[src/rtl/pc_sequencer.sv]
// Program counter sequencer: owns the fetch PC, drives flush after taken branches and halts on finish.
// Optional feature: define PC_ALIGN_CHECK_EN to halt on misaligned branch targets (adds misalign).
`timescale 1ns / 1ps

module pc_sequencer #(
    parameter logic [31:0] RESET_PC     = 32'h0000_0000,
    parameter int unsigned PC_STEP      = 4,
    parameter int unsigned FLUSH_CYCLES = 2,
    parameter int unsigned CNT_W        = 32
) (
    input  logic             CLK,
    input  logic             RST_N,
    input  logic             stall,
    input  logic             branch,
    input  logic [31:0]      branch_target,
    input  logic             finish,
    output logic [31:0]      pc,
    output logic [31:0]      prev_pc,
    output logic             pc_valid,
    output logic             flush,
    output logic             halted,
`ifdef PC_ALIGN_CHECK_EN
    output logic             misalign,
`endif
    output logic [CNT_W-1:0] cycle_count
);

    localparam logic [1:0] StBoot  = 2'd0;
    localparam logic [1:0] StRun   = 2'd1;
    localparam logic [1:0] StFlush = 2'd2;
    localparam logic [1:0] StHalt  = 2'd3;

    localparam logic [3:0] FlushInit = 4'(FLUSH_CYCLES - 1);

    logic [1:0]       state_q, state_d;
    logic [31:0]      pc_q, pc_d;
    logic [31:0]      prev_pc_q, prev_pc_d;
    logic             pc_valid_q, pc_valid_d;
    logic             flush_q, flush_d;
    logic             halted_q, halted_d;
    logic [3:0]       flush_cnt_q, flush_cnt_d;
    logic [CNT_W-1:0] cycle_count_q, cycle_count_d;
    logic             misalign_q, misalign_d;
    logic             bad_target;

`ifdef PC_ALIGN_CHECK_EN
    assign bad_target = (branch_target[1:0] != 2'b00);
`else
    assign bad_target = 1'b0;
`endif

    always_comb begin
        state_d       = state_q;
        pc_d          = pc_q;
        prev_pc_d     = prev_pc_q;
        pc_valid_d    = pc_valid_q;
        flush_d       = flush_q;
        halted_d      = halted_q;
        flush_cnt_d   = flush_cnt_q;
        misalign_d    = misalign_q;
        cycle_count_d = cycle_count_q;

        // Counter runs in every state except HALT and sticks at all-ones.
        if (state_q != StHalt && cycle_count_q != '1) begin
            cycle_count_d = cycle_count_q + CNT_W'(1);
        end

        case (state_q)
            StBoot: begin
                state_d    = StRun;
                pc_valid_d = 1'b1;
            end
            StRun: begin
                if (finish) begin
                    state_d    = StHalt;
                    halted_d   = 1'b1;
                    pc_valid_d = 1'b0;
                end else if (branch && bad_target) begin
                    state_d    = StHalt;
                    halted_d   = 1'b1;
                    misalign_d = 1'b1;
                    pc_valid_d = 1'b0;
                end else if (branch) begin
                    state_d     = StFlush;
                    prev_pc_d   = pc_q;
                    pc_d        = branch_target;
                    flush_d     = 1'b1;
                    pc_valid_d  = 1'b0;
                    flush_cnt_d = FlushInit;
                end else if (!stall) begin
                    prev_pc_d = pc_q;
                    pc_d      = pc_q + 32'(PC_STEP);
                end
            end
            StFlush: begin
                if (finish) begin
                    state_d     = StHalt;
                    halted_d    = 1'b1;
                    flush_d     = 1'b0;
                    flush_cnt_d = 4'd0;
                end else if (flush_cnt_q == 4'd0) begin
                    state_d    = StRun;
                    flush_d    = 1'b0;
                    pc_valid_d = 1'b1;
                end else begin
                    flush_cnt_d = flush_cnt_q - 4'd1;
                end
            end
            default: ;
        endcase
    end

    always_ff @(posedge CLK or negedge RST_N) begin
        if (!RST_N) begin
            state_q       <= StBoot;
            pc_q          <= RESET_PC;
            prev_pc_q     <= RESET_PC;
            pc_valid_q    <= 1'b0;
            flush_q       <= 1'b0;
            halted_q      <= 1'b0;
            flush_cnt_q   <= 4'd0;
            misalign_q    <= 1'b0;
            cycle_count_q <= '0;
        end else begin
            state_q       <= state_d;
            pc_q          <= pc_d;
            prev_pc_q     <= prev_pc_d;
            pc_valid_q    <= pc_valid_d;
            flush_q       <= flush_d;
            halted_q      <= halted_d;
            flush_cnt_q   <= flush_cnt_d;
            misalign_q    <= misalign_d;
            cycle_count_q <= cycle_count_d;
        end
    end

    assign pc          = pc_q;
    assign prev_pc     = prev_pc_q;
    assign pc_valid    = pc_valid_q;
    assign flush       = flush_q;
    assign halted      = halted_q;
    assign cycle_count = cycle_count_q;
`ifdef PC_ALIGN_CHECK_EN
    assign misalign    = misalign_q;
`endif

endmodule

[config.mk]
export PLATFORM = sky130hd
export DESIGN_NAME = pc_sequencer
export DESIGN_NICKNAME = d
export VERILOG_FILES = /design/src/rtl/pc_sequencer.sv
export SDC_FILE = /design/constraint.sdc
export NUM_CORES = 1
export LEC_CHECK = 0
export ABC_CLOCK_PERIOD_IN_PS = 2100
export CORE_AREA = 5 5 111 113
export CTS_CLUSTER_SIZE = 12
export DETAILED_ROUTE_END_ITERATION = 12
export DIE_AREA = 0 0 116 118
export HOLD_SLACK_MARGIN = 0.03
export PLACE_DENSITY = 0.79
export SYNTH_ARGS = -nofsm -noshare
export SYNTH_HDL_FRONTEND = slang
export SYNTH_SLANG_ARGS = --single-unit
[constraint.sdc]
create_clock -name CLK -period 2.1 [get_ports CLK]
set_input_delay 0.42 -clock CLK [delete_from_list [all_inputs] [get_ports CLK]]
set_output_delay 0.42 -clock CLK [all_outputs]
set_load 0.02 [all_outputs]
## Word-level counts from Yosys, hierarchy flattened

Index checks and enable logic that the tools add are counted.

| storage, ports and cells | value |
|---|---|
| bits in registers | 105 |
| bits of input ports | 37 |

| cells by class | value |
|---|---|
| add/sub/neg operators | 3 |
| eq/ne operators | 12 |
| multiplexer cells | 24 |
| bitwise logic cells | 1 |
| reductions and logical operators | 12 |

Operator list:

| cell | count |
|---|---|
| 2-to-1 mux 32 bit | 4 |
| adder 32 x 1 -> 32 bit, second input constant | 1 |
| adder 32 x 3 -> 32 bit, second input constant | 1 |
| inequality test 32 bit, second input constant | 1 |
| 2-to-1 mux 4 bit | 4 |
| AND reduction 4 bit | 3 |
| inequality test 2 bit, second input constant | 5 |
| inequality test 3 bit, second input constant | 3 |
| 2-to-1 mux 1 bit | 8 |
| 2-to-1 mux 2 bit | 4 |
| case mux 4 bit (2 select lines) | 1 |
| case mux 2 bit (3 select lines) | 1 |
| AND reduction 3 bit | 2 |
| zero test 4 bit | 1 |
| subtractor 4 x 1 -> 4 bit, second input constant | 1 |
| case mux 1 bit (3 select lines) | 1 |
| nonzero test 3 bit | 1 |
| equality test 2 x 1 -> 1 bit, second input constant | 1 |
| equality test 2 bit, second input constant | 1 |
| zero test 2 bit | 1 |
| inequality test 2 x 1 -> 1 bit, second input constant | 1 |
| case mux 1 bit (2 select lines) | 1 |
| AND reduction 2 bit | 1 |
| nonzero test 2 bit | 1 |
| other kinds (3) | 3 |

## Depth between registers and ports, before layout

Gate-level depths: netlist of the first run.

| depth | value |
|---|---|
| depth in word-level cells | 4 |
| gate-level depth with buffers | 8 |
| gate-level depth less buffers | 7 |

## Least setup slack after synthesis of the first run

Ideal clock, no wire load.

| path | value |
|---|---|
| path type | reg-to-reg |
| start | reg pc_q[2] (netlist: pc[2]) |
| end | reg pc_q[28] (netlist: pc[28]) |
| setup time | 0.126 ns |
| arrival | 1.913 ns |
| slack | 0.060 ns |
| stages on the path, launching flop included | 8 |
| path buffers | 1 |
| cell sequence | dfrtp_1 -> ha_1 -> nand3_1 -> or3_1 -> buf_6 -> nor4_4 -> and3_1 -> o21ai_1 |

| on the way | value |
|---|---|
| word-level cells in the longest chain between the ends | 3 |

RTL lines:

| what | RTL line | source |
|---|---|---|
| start, declared | 36 | `logic [31:0] pc_q, pc_d;` |
| start signal, assigned | 126 | `pc_q <= pc_d;` |
| adder 32 x 3 -> 32 bit | 92 | `pc_d = pc_q + 32'(PC_STEP);` |
| 2-to-1 mux 32 bit | 90 | `end else if (!stall) begin` |
| 2-to-1 mux 32 bit | 83 | `end else if (branch) begin` |

No other way between the ends. The select of a mux whose other input is x is not followed.
A chain may end at the register's enable or synchronous reset.

## Worst setup path in the final report of the first run

| path | value |
|---|---|
| start | reg pc_q[12] (netlist: pc[12]) |
| end | out pc[12] |

RTL lines:

| what | RTL line | source |
|---|---|---|
| end, declared | 17 | `output logic [31:0] pc,` |

No word-level cell between the ends.

==> results.py, run 1 <==
metrics = {
    "critical_path": {
        "crit_slowest_cell": "clkdlybuf4s50_1",
        "crit_fanout": 7,
        "critPathRequiredTime_ns": 1.68,
        "crit_arrival_ns": 1.59,
        "slowest_delay_ns": 0.60,
        "path_cells": "buf_4, clkdlybuf4s50_1",
        "crit_type": "reg -> out",
        "worst_setup_path_start_kind": "flip-flop",
        "crit_path_end_kind": "primary output",
    },
    "placed_design": {
        "place_congestion": 0.9225,
        "io_buffers": 135,
        "place_ws_ns": -0.06269,
        "post-dp-hpwl_mm": 11.87,
    },
    "sta": {
        "finClkSkew_ns": 0.005350,
        "worst_pin_slew_ns": 0.5995,
        "hold_viol_final": 0,
        "timing.final.crit_period_ns": 2.015,
        "min_period_over_period_pct": 95.94,
        "setup_viol": 0,
        "setup_ws_ns": 0.08523,
        "fmax_mhz": 496.3,
        "final_max_slew_viol_count": 0,
        "rsz0062_at_grt": "true",
        "slew_headroom_pct": 60.03,
    },
    "yosys": {
        "netlist_instances": 600,
        "ys_seq_area_share_pct": 48.44,
        "avgSynthCellArea_um2": 9.040,
        "ys.flop_type": "dfrtp_1",
        "ys_seq_elements": 105,
        "yosysWarningCount": 0,
        "netlist_area_um2": 5424,
        "synth_edf_count": 0,
        "synthArstFlopShare_pct": 100.0,
        "ys_types": 63,
        "synthesis.nets": 645,
    },
    "global_route": {
        "antenna_found_initial": 0,
        "grt_overflow": 0,
        "grt_max_degree": 46,
        "grt_pass1_wl_mm": 27.26,
        "grt_util_all_layers_pct": 24.56,
        "grt_pass1_vias": 5368,
    },
    "power_and_ir_drop": {
        "power_density_nw_per_um2": 1321,
        "leakagePower_nw": 3.366,
        "power.total_mw": 10.12,
        "vdd_drop_max_mv": 0.7504,
    },
    "worst_hold_path": {
        "holdCritPathClass": "in -> async",
    },
    "route": {
        "wire_per_inst_um": 17.70,
        "drt-total-wl_mm": 16.21,
        "dr.first_iter.drc_count": 359,
        "detail-route-antenna-nets": 0,
        "detail_route.vias_per_cell": 5.738,
        "drc_errors": 0,
        "first_pass_iters": 6,
        "vias": 5256,
    },
    "floorplanning": {
        "die_h_um": 118,
        "fp-row-count": 39,
        "dieWidth_um": 116,
        "die-area_um2": 13690,
        "core_um2": 11220,
        "io_pins": 136,
        "start_util_pct": 48.33,
    },
    "cells_and_area": {
        "drive_gt1_share_pct": 11.77,
        "nets": 813,
        "diodes": 0,
        "fillers": 884,
        "syn_to_final_growth_pct": 41.18,
    },
    "outcome": {
        "status": "completed",
    },
    "clock_tree": {
        "clk_pin_slew_ns": 0.07,
        "clkLatencyLatePin_ns": 0.35,
        "clock-root-buffer": "clkbuf_16",
        "cts.path.max_buffers": 2,
        "h-tree-depth": 3,
        "numCtsBuffers": 9,
        "cts_tree": "done",
        "cts.sinks": 105,
    },
    "job": {
        "drv_cap": 0,
    },
}
-- synth_stat cells (4+ instances only) --
cell type	count	area, um2
inv_1	10	37.54
nor4_1	4	25.02
buf_2	6	30.03
nor3_1	30	150.1
nand3_1	36	180.2
nand2b_1	4	25.02
mux2i_1	5	50.05
nor2_1	37	138.9
o21ai_0	18	90.09
or3_1	4	25.02
xor2_1	16	140.1
a21oi_1	19	95.09
clkbuf_1	19	71.32
o31ai_1	5	37.54
nand4_1	33	206.5
buf_1	7	26.28
a22oi_1	5	37.54
dfrtp_1	105	2628
xnor2_1	17	148.9
and3_1	5	31.28
nand2_1	139	521.8
ha_1	8	100.1
-- cells in the final DEF (no fill, tap or decap), types with 3 or more instances in the layout --
master,synthesis,final
a22oi_1,5,5
buf_12,0,5
mux2i_1,5,5
buf_4,1,52
nor4_1,4,4
nand4_1,33,33
o22a_1,3,3
clkbuf_8,0,3
a41o_1,3,3
xnor2_1,17,17
or3_1,4,4
o21ai_0,18,18
nand2b_1,4,4
o31ai_1,5,5
and4_1,3,3
ha_1,8,7
nor4_2,3,3
nor2b_1,3,3
nor2_1,37,37
dfrtp_1,105,105
nand3_1,36,36
nor3b_1,3,3
nor3_1,30,29
clkdlybuf4s50_1,0,134
clkbuf_16,0,9
and3_1,5,5
nand2_1,139,139
a21oi_1,19,18
xor2_1,16,16
inv_1,10,10
-- report_power, final --
| part | internal [mW] | switching [mW] | leakage (nW) |
|---|---|---|---|
| clock network | 1.14 | 0.747 | 0.169 |
| logic | 2.20 | 2.54 | 1.90 |
| registers | 2.73 | 0.758 | 1.29 |
-- path summary, 6_finish.rpt --
path	startpoint	to	slack, ns	cells past startpoint
max	pc[12]$_DFFE_PN0P_	pc[12]	0.09	2
min	RST_N	prev_pc[3]$_DFFE_PN0P_	0.02	1
max reg2reg	cycle_count[1]$_DFFE_PN0P_	cycle_count[26]$_DFFE_PN0P_	0.10	6
min reg2reg	prev_pc[22]$_DFFE_PN0P_	prev_pc[22]$_DFFE_PN0P_	0.47	2
max in group asynchronous	RST_N	pc[29]$_DFFE_PN0P_	1.48	2
min in group CLK	prev_pc[22]$_DFFE_PN0P_	prev_pc[22]$_DFFE_PN0P_	0.47	2
-- kinds of logic (layout without fill, tap and decap cells) --
group / Yosys count / in the layout / synth area share [%]
DFF: 105 / 105 / 48.44
xor gates and xnor gates: 33 / 33 / 5.329
AOI/OAI and AO/OA: 83 / 83 / 10.27
buffers and inverters: 44 / 217 / 3.391
adders and majority gates: 8 / 8 / 1.846
muxes: 6 / 6 / 1.130
and+or+nand+nor: 321 / 321 / 29.60
-- layout make-up --
type | instances | area, um2 | area share (%)
multi-input cells | 451 | 2641 | 34.49
flip-flops and latches | 105 | 2628 | 34.31
repair buffers | 191 | 1832 | 23.92
clock buffers | 12 | 266.5 | 3.480
well taps | 143 | 178.9 | 2.337
clock inverters | 4 | 73.82 | 0.9641
inverters | 10 | 37.54 | 0.4902
-- metal layers --
| metal | global-route usage [%] | share of wire, % |
|---|---|---|
| met1 | 32.17 | 41 |
| met2 | 40.29 | 50 |
| met3 | 3.188 | 6.1 |
| met4 | 10.80 | 3.0 |
| met5 | 0 | 0 |
-- sequential cells by signal, summed over array words and instances, names as in the netlist --
name	flops
state_q	2
pc_valid	1
halted	1
flush	1
pc	32
flush_cnt_q	4
prev_pc	32
cycle_count	32
-- repair_timing --
item                                    CTS  global route
hold buffers                              0             0
pin swaps                                 0             3
gates resized for setup                   1             3
setup buffers                             1             2
endpoints found under the setup margin    3            17
-- worst max-delay path, delay by kind of cell (launching register included) --
family,cells,cell delay [ns]
buffers and inverters,2,0.78
flip-flops,1,0.47
-- stage by stage --
step | area (um2) | TNS (ns) | utilization (%) | instances | hold WS (ns)
4_1_cts | 7627 | 0 | 67.96 | 914 | 0.03728
3_3_place_gp | 7278 | 0 | 64.85 | 897 | 0.3956
5_1_grt | 7657 | -0.09779 | 68.23 | 916 | 0.05925
3_5_place_dp | 7278 | -0.1969 | 64.85 | 897 | 0.4014
6_report | 7657 | 0 | 68.23 | 916 | 0.01572
2_1_floorplan | 5424 | 0 | - | 600 | 0.1244
Note: power is estimated with default switching activity, not from simulation.
==> run 2: changes to the inputs <==
- PLACE_DENSITY: 0.79 -> 0.76
- RECOVER_POWER: unset -> 25
==> run 2 against run 1 <==
Net effect:
- routed wire length decreased by 2.6%
- clock-buffer cell count unchanged
- largest cell class unchanged
- critical path depth did not move
- critical path type unchanged
- largest power group unchanged
- flip-flop and latch count stayed put
- via count decreased by 1.9%
- total power decreased by 3.2%
==> results.py, run 2 (synthesis gave the netlist of run 1 again) <==
metrics = {
    "outcome": {
        "status": "completed",
    },
    "route": {
        "detail-route-antenna-nets": 0,
        "first_pass_iters": 5,
        "drt-total-wl_mm": 15.79,
        "dr.first_iter.drc_count": 370,
        "detail_route.vias_per_cell": 5.681,
        "wire_per_inst_um": 17.38,
        "vias": 5158,
        "drc_errors": 0,
    },
    "sta": {
        "fmax_mhz": 504.0,
        "setup_viol": 0,
        "whs_ns": 0.4718,
        "timing.final.crit_period_ns": 1.984,
        "slew_headroom_pct": 55.24,
        "final_max_slew_viol_count": 0,
        "hold_viol_final": 0,
        "min_period_over_period_pct": 94.49,
        "setup_tns_ns": 0,
        "worst_pin_slew_ns": 0.6715,
        "finClkSkew_ns": 0.007413,
    },
    "critical_path": {
        "crit_slowest_cell": "clkdlybuf4s50_1",
        "worst_setup_path_start_kind": "flip-flop",
        "slowest_delay_ns": 0.62,
        "path_cells": "buf_4, clkdlybuf4s50_1",
        "crit_fanout": 10,
        "crit_family": "buffers and inverters",
        "crit_arrival_ns": 1.56,
        "cp.depth": 2,
        "crit_type": "reg -> out",
        "critPathRequiredTime_ns": 1.68,
        "crit_buf_inv": 2,
        "crit_path_end_kind": "primary output",
        "r2r_cells": 6,
    },
    "clock_tree": {
        "cts.path.max_buffers": 2,
        "cts.sinks": 105,
        "h-tree-depth": 3,
        "clk_pin_slew_ns": 0.07,
        "numCtsBuffers": 9,
        "clkLatencyLatePin_ns": 0.34,
        "cts_tree": "done",
        "clock-root-buffer": "clkbuf_16",
    },
    "worst_hold_path": {
        "holdPathStages": 2,
        "holdCritPathClass": "reg -> reg",
    },
    "cells_and_area": {
        "diodes": 0,
        "mostFrequentLayoutCell": "nand2_1",
        "nets": 808,
        "syn_to_final_growth_pct": 38.64,
        "layout_common_cells": "nand2_1 (139), clkdlybuf4s50_1 (134), dfrtp_1 (105), buf_4 (46), nor2_1 (37)",
        "drive_gt1_share_pct": 10.59,
    },
    "global_route": {
        "grt_overflow": 0,
        "antenna_found_initial": 0,
        "grt_pass1_vias": 4979,
        "grt_util_all_layers_pct": 23.20,
        "grt_pass1_wl_mm": 25.61,
        "grt_max_degree": 49,
    },
    "placed_design": {
        "post-dp-hpwl_mm": 11.43,
        "place_congestion": 0.8873,
        "io_buffers": 135,
    },
    "floorplanning": {
        "start_util_pct": 48.33,
        "dieWidth_um": 116,
        "die_h_um": 118,
        "fp-row-count": 39,
        "io_pins": 136,
        "core_um2": 11220,
        "die-area_um2": 13690,
    },
    "power_and_ir_drop": {
        "power_density_nw_per_um2": 1303,
        "power.total_mw": 9.796,
        "vdd_drop_max_mv": 0.7553,
        "leakagePower_nw": 3.289,
    },
    "job": {
        "drv_cap": 0,
    },
}
==> run 2: cell types whose count changed in the layout (fill, tap and decap cells not counted), sizes merged <==
cell / change
clkinv: -2
buf: -9
bufinv: -1
clkbuf: +3
dlygate4sd3: +1
==> run 2: final cells by class <==
class / instances / area, um2
inverters: 10 / 37.54
clock buffers: 12 / 236.5
fillers: 943 / 3704
well taps: 143 / 178.9
clock inverters: 1 / 30.03
flip-flops and latches: 105 / 2628
repair buffers: 186 / 1757
multi-input cells: 451 / 2653
==> run 2: worst paths after layout <==
path	start	endpoint	slack, ns
setup / recovery	pc[8]$_DFFE_PN0P_	pc[8]	0.12
hold / removal	prev_pc[21]$_DFFE_PN0P_	prev_pc[21]$_DFFE_PN0P_	0.47
setup reg to reg	cycle_count[1]$_DFFE_PN0P_	cycle_count[26]$_DFFE_PN0P_	0.13
hold reg to reg	prev_pc[21]$_DFFE_PN0P_	prev_pc[21]$_DFFE_PN0P_	0.47
max in group asynchronous	RST_N	prev_pc[8]$_DFFE_PN0P_	0.35
min in group asynchronous	RST_N	prev_pc[19]$_DFFE_PN0P_	0.64
==> run 2: timing repair <==
item,in CTS,in global routing
buffers inserted,0,4
endpoints found under the setup margin,0,16
hold endpoints to repair,25,0
hold buffers,1,0
resized for setup,0,7
==> run 2: through the flow <==
stage	cells	util [%]	area (um2)	setup WS, ns
detailed placement	890	64.27	7213	-0.1503
floorplan	600	-	5424	0.06032
finish	908	67.00	7520	0.1158
global placement	890	64.27	7213	-0.01229
global route	908	67.00	7520	-0.0008396
CTS	904	66.73	7490	0.03989
==> run 2: tightest hold or removal path: stages (launching register included) <==
cell     delay (ns)
dfrtp_1        0.34
nand2_1        0.05
nand2_1        0.05
==> run 2: power by group <==
| part | switching (mW) | total [mW] | internal, mW | leakage [nW] |
|---|---|---|---|---|
| combinational | 2.54 | 4.71 | 2.17 | 1.87 |
| clock | 0.692 | 1.60 | 0.907 | 0.129 |
| sequential | 0.760 | 3.49 | 2.73 | 1.29 |
==> run 2: metal layers <==
layer | vias to the layer above | track usage (%) | share of wire, %
met4 | 0 | 8.412 | 2.5
met2 | 187 | 37.37 | 49
met3 | 32 | 3.188 | 6.2
met1 | 2498 | 31.76 | 42
li1 | 2441 | - | -
met5 | - | 0 | 0
==> run 3: changes to the inputs <==
- HOLD_SLACK_MARGIN: 0.03 -> unset
==> run 3 against run 2 <==
Net effect:
- the run now ends with capacitance limit, slew limit left
- setup slack worse by 0.0040 ns
- die area stayed put
- critical path depth unchanged
- non-clock buffer count shrank 1
- register-to-register slack is essentially flat
- critical path type unchanged
- critical endpoint unchanged
==> results.py, run 3 (synthesis gave the netlist of run 1 again) <==
metrics = {
    "route": {
        "vias": 5131,
        "first_pass_iters": 6,
        "drc_errors": 0,
        "drt-total-wl_mm": 15.82,
        "wire_per_inst_um": 17.44,
        "dr.first_iter.drc_count": 374,
        "detail_route.vias_per_cell": 5.657,
        "detail-route-antenna-nets": 0,
    },
    "sta": {
        "min_period_over_period_pct": 94.68,
        "timing.final.crit_period_ns": 1.988,
        "hold_viol_final": 0,
        "final_max_slew_viol_count": 26,
        "setup_ws_ns": 0.1118,
        "finClkSkew_ns": 0.007648,
        "setup_viol": 0,
        "slew_headroom_pct": -10.66,
        "fmax_mhz": 503.0,
        "worst_pin_slew_ns": 1.660,
    },
    "critical_path": {
        "crit_path_end_kind": "primary output",
        "crit_buf_inv": 2,
        "crit_arrival_ns": 1.57,
        "worst_setup_path_start_kind": "flip-flop",
        "crit_slowest_cell": "clkdlybuf4s50_1",
        "crit_type": "reg -> out",
        "crit_family": "buffers and inverters",
        "crit_fanout": 10,
        "critPathRequiredTime_ns": 1.68,
        "slowest_delay_ns": 0.62,
        "path_cells": "buf_4, clkdlybuf4s50_1",
    },
    "placed_design": {
        "io_buffers": 135,
        "place_congestion": 0.8873,
        "place_ws_ns": -0.1503,
        "post-dp-hpwl_mm": 11.43,
    },
    "floorplanning": {
        "dieWidth_um": 116,
        "die-area_um2": 13690,
        "die_h_um": 118,
        "io_pins": 136,
        "core_um2": 11220,
        "start_util_pct": 48.33,
        "fp-row-count": 39,
    },
    "power_and_ir_drop": {
        "power.total_mw": 9.803,
        "leakagePower_nw": 3.292,
        "power_density_nw_per_um2": 1301,
        "vdd_drop_max_mv": 0.7551,
    },
    "clock_tree": {
        "cts.sinks": 105,
        "cts.path.max_buffers": 2,
        "clk_pin_slew_ns": 0.07,
        "numCtsBuffers": 9,
        "clkLatencyLatePin_ns": 0.34,
        "clock-root-buffer": "clkbuf_16",
        "cts_tree": "done",
        "h-tree-depth": 3,
    },
    "job": {
        "drv_cap": 1,
    },
    "cells_and_area": {
        "syn_to_final_growth_pct": 38.89,
        "layout_common_cells": "nand2_1 (139), clkdlybuf4s50_1 (134), dfrtp_1 (105), buf_4 (46), nor2_1 (37)",
        "fillers": 941,
        "nets": 807,
        "diodes": 0,
        "mostFrequentLayoutCell": "nand2_1",
        "drive_gt1_share_pct": 10.47,
    },
    "global_route": {
        "grt_util_all_layers_pct": 23.20,
        "grt_pass1_wl_mm": 25.61,
        "grt_max_degree": 49,
        "antenna_found_initial": 0,
        "grt_pass1_vias": 4979,
        "grt_overflow": 0,
    },
    "worst_hold_path": {
        "holdCritPathClass": "reg -> reg",
    },
    "outcome": {
        "status": "finished, violations left",
        "violations": "capacitance limit, slew limit",
    },
}
## run 3: metrics by stage
step | util, % | hold slack [ns] | std cells | TNS [ns] | instance area (um2)
finish | 67.12 | 0.4718 | 907 | 0 | 7533
global route | 67.12 | 0.4986 | 907 | -0.0008396 | 7533
CTS | 66.64 | 0.004896 | 903 | 0 | 7480
detailed placement | 64.27 | 0.3669 | 890 | -0.4557 | 7213
global placement | 64.27 | 0.3668 | 890 | -0.01612 | 7213
floorplan | - | 0.1244 | 600 | 0 | 5424
## run 3: routing by layer
layer	part of all wire, %	global-route usage, %
met5	0	0
met4	2.2	8.412
met3	6.5	3.188
met2	49	37.37
met1	42	31.76
## run 3: where the power goes
group          internal [mW]  switching, mW
Combinational           2.17           2.54
Sequential              2.73          0.757
Clock                  0.907          0.696
## run 3: area by class of cell
cell class / instances / area, um2 / area share (%)
clock buffers: 12 / 236.5 / 3.139
clock inverters: 1 / 30.03 / 0.3986
inverters: 10 / 37.54 / 0.4983
multi-input cells: 451 / 2653 / 35.21
flip-flops and latches: 105 / 2628 / 34.88
well taps: 143 / 178.9 / 2.375
repair buffers: 185 / 1770 / 23.50
## run 3: what timing repair did
item | CTS | global route
hold buffers | 0 | 0
gates resized for setup | 0 | 7
buffers inserted | 0 | 4
endpoints found under the setup margin | 0 | 16
## run 3: path summary, 6_finish.rpt
kind	startpoint	slack, ns	endpoint	depth (start not counted)
worst max-delay path	pc[8]$_DFFE_PN0P_	0.11	pc[8]	2
worst min-delay path	prev_pc[21]$_DFFE_PN0P_	0.47	prev_pc[21]$_DFFE_PN0P_	2
worst max register to register	cycle_count[1]$_DFFE_PN0P_	0.13	cycle_count[26]$_DFFE_PN0P_	6
worst min register to register	prev_pc[21]$_DFFE_PN0P_	0.47	prev_pc[21]$_DFFE_PN0P_	2
max in group asynchronous	RST_N	0.64	pc[23]$_DFFE_PN0P_	1
min in group asynchronous	RST_N	0.49	prev_pc[20]$_DFFE_PN0P_	1
## run 3: worst min-delay path: stages, from the launching register on
cell	delay [ns]
dfrtp_1	0.34
nand2_1	0.05
nand2_1	0.05
